==> config.mk <==
export PLATFORM = sky130hd
export DESIGN_NAME = spiker_reader
export DESIGN_NICKNAME = d
export VERILOG_FILES = /design/src/rtl/spiker_adapter_pkg.sv /design/src/rtl/spiker_frame_buffer.sv /design/src/rtl/spiker_reader.sv
export SDC_FILE = /design/constraint.sdc
export NUM_CORES = 2
export LEC_CHECK = 0
export CORE_ASPECT_RATIO = 1.2
export CORE_MARGIN = 2
export CORE_UTILIZATION = 45
export DETAILED_ROUTE_END_ITERATION = 12
export PLACE_DENSITY = 0.68
export SKIP_LAST_GASP = 1
export SYNTH_ARGS = -nofsm -noshare
export SYNTH_HDL_FRONTEND = slang
export SYNTH_HIERARCHICAL = 1
export SYNTH_SLANG_ARGS = --single-unit
==> constraint.sdc <==
create_clock -name clk_i -period 3.6 [get_ports clk_i]
set_input_delay 0.9 -clock clk_i [delete_from_list [all_inputs] [get_ports clk_i]]
set_output_delay 0.9 -clock clk_i [all_outputs]
set_load 0.03 [all_outputs]
==> src/rtl/spiker_adapter_pkg.sv <==
// Shared types and helpers for the spiker input path (spiker_reader and
// its frame buffer).
package spiker_adapter_pkg;

  // Presentation FSM states
  typedef enum logic [1:0] {
    IDLE    = 2'd0,
    PRESENT = 2'd1,
    GAP     = 2'd2,
    DONE    = 2'd3
  } reader_state_e;

  // Default geometry of the core input vector
  localparam int DEF_DATA_WIDTH = 800;
  localparam int DEF_N_SPIKES   = 784;

  // Zero-padded tail of the core input vector above the meaningful spikes
  localparam int SPIKE_PAD_W = DEF_DATA_WIDTH - DEF_N_SPIKES;

  // Number of register words needed to cover a vector of 'bits' bits
  function automatic int ceil_words(input int bits, input int word_w);
    return (bits + word_w - 1) / word_w;
  endfunction

endpackage

==> src/rtl/spiker_frame_buffer.sv <==
// Shadow buffer for the input spike frame. Holds N_REG register words and
// a per-word dirty mask. A write in the current cycle is bypassed onto the
// shadow vector and the all_dirty flag, so a start issued in the same cycle
// as the last write sees that write.
module spiker_frame_buffer #(
  parameter int WIDTH = 32,
  parameter int N_REG = 25,
  parameter int AW    = 5
) (
  input  logic                   clk_i,
  input  logic                   rst_i,
  input  logic                   we_i,
  input  logic [AW-1:0]          waddr_i,
  input  logic [WIDTH-1:0]       wdata_i,
  input  logic                   clear_dirty_i,
  output logic [N_REG*WIDTH-1:0] shadow_o,
  output logic                   all_dirty_o
);

  logic [N_REG-1:0] dirty_view;

  genvar gi;
  generate
    for (gi = 0; gi < N_REG; gi++) begin : g_word
      localparam logic [AW-1:0] IDX = AW'(gi);

      logic [WIDTH-1:0] word_reg;
      logic             dirty_reg;
      logic             hit;

      // Addresses at or above N_REG never match any word, so they are dropped
      assign hit = we_i && (waddr_i == IDX);

      // Word storage and dirty bit; a start-time clear wins over a same-cycle
      // write because that write was already bypassed into the started frame
      always_ff @(posedge clk_i) begin
        if (rst_i) begin
          word_reg  <= '0;
          dirty_reg <= 1'b0;
        end else begin
          if (hit) begin
            word_reg <= wdata_i;
          end
          if (clear_dirty_i) begin
            dirty_reg <= 1'b0;
          end else if (hit) begin
            dirty_reg <= 1'b1;
          end
        end
      end

      assign shadow_o[gi*WIDTH +: WIDTH] = hit ? wdata_i : word_reg;
      assign dirty_view[gi]              = dirty_reg | hit;
    end
  endgenerate

  assign all_dirty_o = &dirty_view;

endmodule

==> src/rtl/spiker_reader.sv <==
// Spiker input reader: collects a spike frame from the register file into a
// shadow buffer and, on start, presents a frozen copy to the spiker core for
// a programmed number of timesteps with a valid/ready handshake per step.
// Optional build macro SPIKER_READER_FULL_CHECK_EN: when defined, a start is
// only accepted once every spike word has been written since the last start.
module spiker_reader
  import spiker_adapter_pkg::*;
#(
  parameter int WIDTH      = 32,
  parameter int N_SPIKES   = 784,
  parameter int DATA_WIDTH = 800,
  parameter int N_REG      = 25,
  parameter int STEP_W     = 4
) (
  input  logic                       clk_i,
  input  logic                       rst_i,
  input  logic                       reg_we_i,
  input  logic [$clog2(N_REG)-1:0]   reg_waddr_i,
  input  logic [WIDTH-1:0]           reg_wdata_i,
  input  logic                       start_i,
  input  logic [STEP_W-1:0]          n_steps_i,
  input  logic                       clear_err_i,
  output logic [DATA_WIDTH-1:0]      data_in_o,
  output logic                       data_valid_o,
  input  logic                       core_ready_i,
  output logic                       busy_o,
  output logic                       done_o,
  output logic [STEP_W-1:0]          step_count_o,
  output logic                       err_o
);

  localparam int AW      = $clog2(N_REG);
  localparam int BUF_W   = N_REG * WIDTH;
  localparam int MIN_REG = ceil_words(DATA_WIDTH, WIDTH);

  // Elaboration-time guard: an undefined module stops the build on a bad
  // geometry instead of silently truncating the frame
  generate
    if (N_REG < MIN_REG || N_SPIKES > DATA_WIDTH) begin : g_bad_geometry
      spiker_reader_bad_geometry u_bad_geometry ();
    end
  endgenerate

  reader_state_e state_reg, state_next;

  logic [DATA_WIDTH-1:0] frame_reg, frame_next;
  logic [STEP_W-1:0]     target_reg, target_next;
  logic [STEP_W-1:0]     count_reg, count_next;
  logic                  err_reg, err_next;
  logic                  err_event;
  logic                  clear_dirty;
  logic                  start_ok;
  logic [BUF_W-1:0]      shadow_vec;
  logic                  all_dirty;

  spiker_frame_buffer #(
    .WIDTH (WIDTH),
    .N_REG (N_REG),
    .AW    (AW)
  ) u_frame_buffer (
    .clk_i         (clk_i),
    .rst_i         (rst_i),
    .we_i          (reg_we_i),
    .waddr_i       (reg_waddr_i),
    .wdata_i       (reg_wdata_i),
    .clear_dirty_i (clear_dirty),
    .shadow_o      (shadow_vec),
    .all_dirty_o   (all_dirty)
  );

`ifdef SPIKER_READER_FULL_CHECK_EN
  assign start_ok = (n_steps_i != '0) && all_dirty;
`else
  assign start_ok = (n_steps_i != '0);

  // Dirty tracking is kept but not consulted in this build
  logic unused_all_dirty;
  assign unused_all_dirty = all_dirty;
`endif

  // Shadow bits above the meaningful spikes never reach the core
  generate
    if (N_SPIKES < BUF_W) begin : g_unused_tail
      logic unused_shadow_tail;
      assign unused_shadow_tail = ^shadow_vec[BUF_W-1:N_SPIKES];
    end
  endgenerate

  // Next-state, frame capture, step counting and error detection
  always_comb begin
    state_next  = state_reg;
    frame_next  = frame_reg;
    target_next = target_reg;
    count_next  = count_reg;
    clear_dirty = 1'b0;
    err_event   = 1'b0;

    case (state_reg)
      IDLE: begin
        if (start_i) begin
          if (start_ok) begin
            // Pad bits above N_SPIKES come out as zero from the extension
            frame_next  = DATA_WIDTH'(shadow_vec[N_SPIKES-1:0]);
            target_next = n_steps_i;
            count_next  = '0;
            clear_dirty = 1'b1;
            state_next  = PRESENT;
          end else begin
            err_event = 1'b1;
          end
        end
      end
      PRESENT: begin
        err_event = start_i;
        if (core_ready_i) begin
          count_next = count_reg + STEP_W'(1);
          state_next = (count_next == target_reg) ? DONE : GAP;
        end
      end
      GAP: begin
        err_event  = start_i;
        state_next = PRESENT;
      end
      DONE: begin
        err_event  = start_i;
        state_next = IDLE;
      end
      default: begin
        state_next = IDLE;
      end
    endcase

    // A fresh error outranks a same-cycle clear
    if (err_event) begin
      err_next = 1'b1;
    end else if (clear_err_i) begin
      err_next = 1'b0;
    end else begin
      err_next = err_reg;
    end
  end

  // State and datapath registers; reset abandons any in-flight timestep
  always_ff @(posedge clk_i) begin
    if (rst_i) begin
      state_reg  <= IDLE;
      frame_reg  <= '0;
      target_reg <= '0;
      count_reg  <= '0;
      err_reg    <= 1'b0;
    end else begin
      state_reg  <= state_next;
      frame_reg  <= frame_next;
      target_reg <= target_next;
      count_reg  <= count_next;
      err_reg    <= err_next;
    end
  end

  assign data_in_o    = frame_reg;
  assign data_valid_o = (state_reg == PRESENT);
  assign busy_o       = (state_reg != IDLE);
  assign done_o       = (state_reg == DONE);
  assign step_count_o = count_reg;
  assign err_o        = err_reg;

endmodule

==> metrics.csv <==
metric;value;unit
Final setup viols;0;
Critical Path RT;2.70;ns
root buffer cell;clkbuf_16;
Fin Setup TNS;0;ns
Netlist Area Pre-Place;0.05802;sq mm
Top Ports;855;
max-slew violation count;0;
die area;0.1318;sq mm
worst slew pin tran;1.066;ns
RSZ-0062 raised after global routing;false;
clock-pin slew on the worst setup and hold paths;0.06;ns
worst r2r src;state_reg[1]$_SDFFE_PP0P_;
die height;397.3;um
largest net degree at the start of global routing;146;
highest-count cells in the layout ignoring fill and taps;1592 x nand2_1, 1579 x dfxtp_1, 805 x clkdlybuf4s50_1;
die width;331.8;um
f_max;323.7;MHz
Filler cells;11120;
Detailed Place HPWL;120.1;mm
gr usage total;27.37;%
# port buffers;838;
Via density;5.221;
Final ANT Viol Nets;0;
Max VDD drop;0.0003288;V
gpl congestion;0.8229;
Worst setup SP type;flop;
Final Hold Viols;0;
Avg Inst Size Synth;9.500;sq um
CTS max path bufs;3;
Worst Setup SP;state_reg[1]$_SDFFE_PP0P_;
worst setup slack after placement;0.4000;ns
Area growth syn-to-layout;26.32;%
Crit Path Class;reg2out;
Critical Path AT;2.19;ns
Core Rows;144;
DRT Pass-1 Iters;5;
DR iter-0 viols;3710;
commonest non-fill, non-tap cell in the layout;nand2_1;
crit share post-route;85.82;%
PwrDens;495.2;mW/mm^2
Post-Synthesis Cells;6107;
slew margin rel.;28.91;%
Final Skew;0.03241;ns
TritonCTS clock tree;yes;
share of cells above drive strength 1;17.79;%
CTS buffer count;154;
initial core utilization;45.29;%
HP Class;reg2reg;
Layout Nets;6786;
Lkg Pwr;27.19;nW
drt wl/cell;22.14;um
hold_sp;data_in_o[367]$_SDFFE_PP0P_;
number of global-route vias before repair;41560;
CORE AREA;0.1281;sq mm
clk_lat worst skew;0.79;ns
Post-CTS Setup Repair Bufs;0;
synth warn;6;
critical path fanouts, max;6;
Min Clock Period, post-route;3.089;ns
# clock sinks;1579;
status;complete, no violations;
hold-fix buffers at CTS;0;
via count;44650;
first-pass GRT wire length;270.9;mm
post-CTS sizing;0;
Remaining Overflow, GRT;0;
max cap viols;0;
WL final;189.3;mm
Final Worst Setup Slack;0.5106;ns
H-tree levels;4;
initial antenna violation count;23;
DRC errors left;0;
CP Capture Type;output port;
## through the flow
stage | std cells | power, mW | instance area, sq um | hold WS, ns | utilization (%)
after floorplan | 6122 | 19.24 | 58070 | 0.4368 | -
after global placement | 8261 | 20.15 | 68050 | 0.4410 | 53.12
after detailed placement | 8261 | 20.16 | 68050 | 0.4453 | 53.12
after CTS | 8543 | 36.53 | 73270 | 0.4539 | 57.20
after global routing | 8543 | 37.31 | 73270 | 0.4688 | 57.20
final | 8551 | 36.29 | 73290 | 0.4531 | 57.21
## worst max-delay path, stage by stage (launching register included)
cell	delay, ns
dfxtp_1	0.33
nand2b_1	0.19
inv_1	0.19
clkdlybuf4s50_1	0.71
## report_power, final
part	switching, mW	total [mW]	internal, mW
clock network	6.98	16.5	9.54
logic	1.62	2.13	0.513
registers	0.0619	17.6	17.6
## routing by layer
metal	track usage (%)	part of all wire, %	routed length, um
met5	0	0	0
met4	12.81	4.6	8729
met3	4.128	6.2	11800
met2	45.06	47	89140
met1	35.39	42	79660
## final timing paths
kind	end	slack, ns	depth (start not counted)
max	data_valid_o	0.51	3
min	data_in_o[367]$_SDFFE_PP0P_	0.45	2
max reg2reg	data_in_o[559]$_SDFFE_PP0P_	1.19	6
min reg2reg	data_in_o[367]$_SDFFE_PP0P_	0.45	2
## layout make-up
cell class                      instances  area [sq um]  area share [%]
Antenna cell                            8         20.02         0.02732
Sequential cell                      1579         31610           43.13
Inverter                                4         22.52         0.03073
Clock buffer                          235          4652           6.347
Multi-Input combinational cell       4020         24200           33.02
Clock inverter                         47         569.3          0.7768
Tap cell                             1679          2101           2.866
Timing Repair Buffer                  979         10120           13.80
No activity file was read; power rests on OpenSTA's default activity.
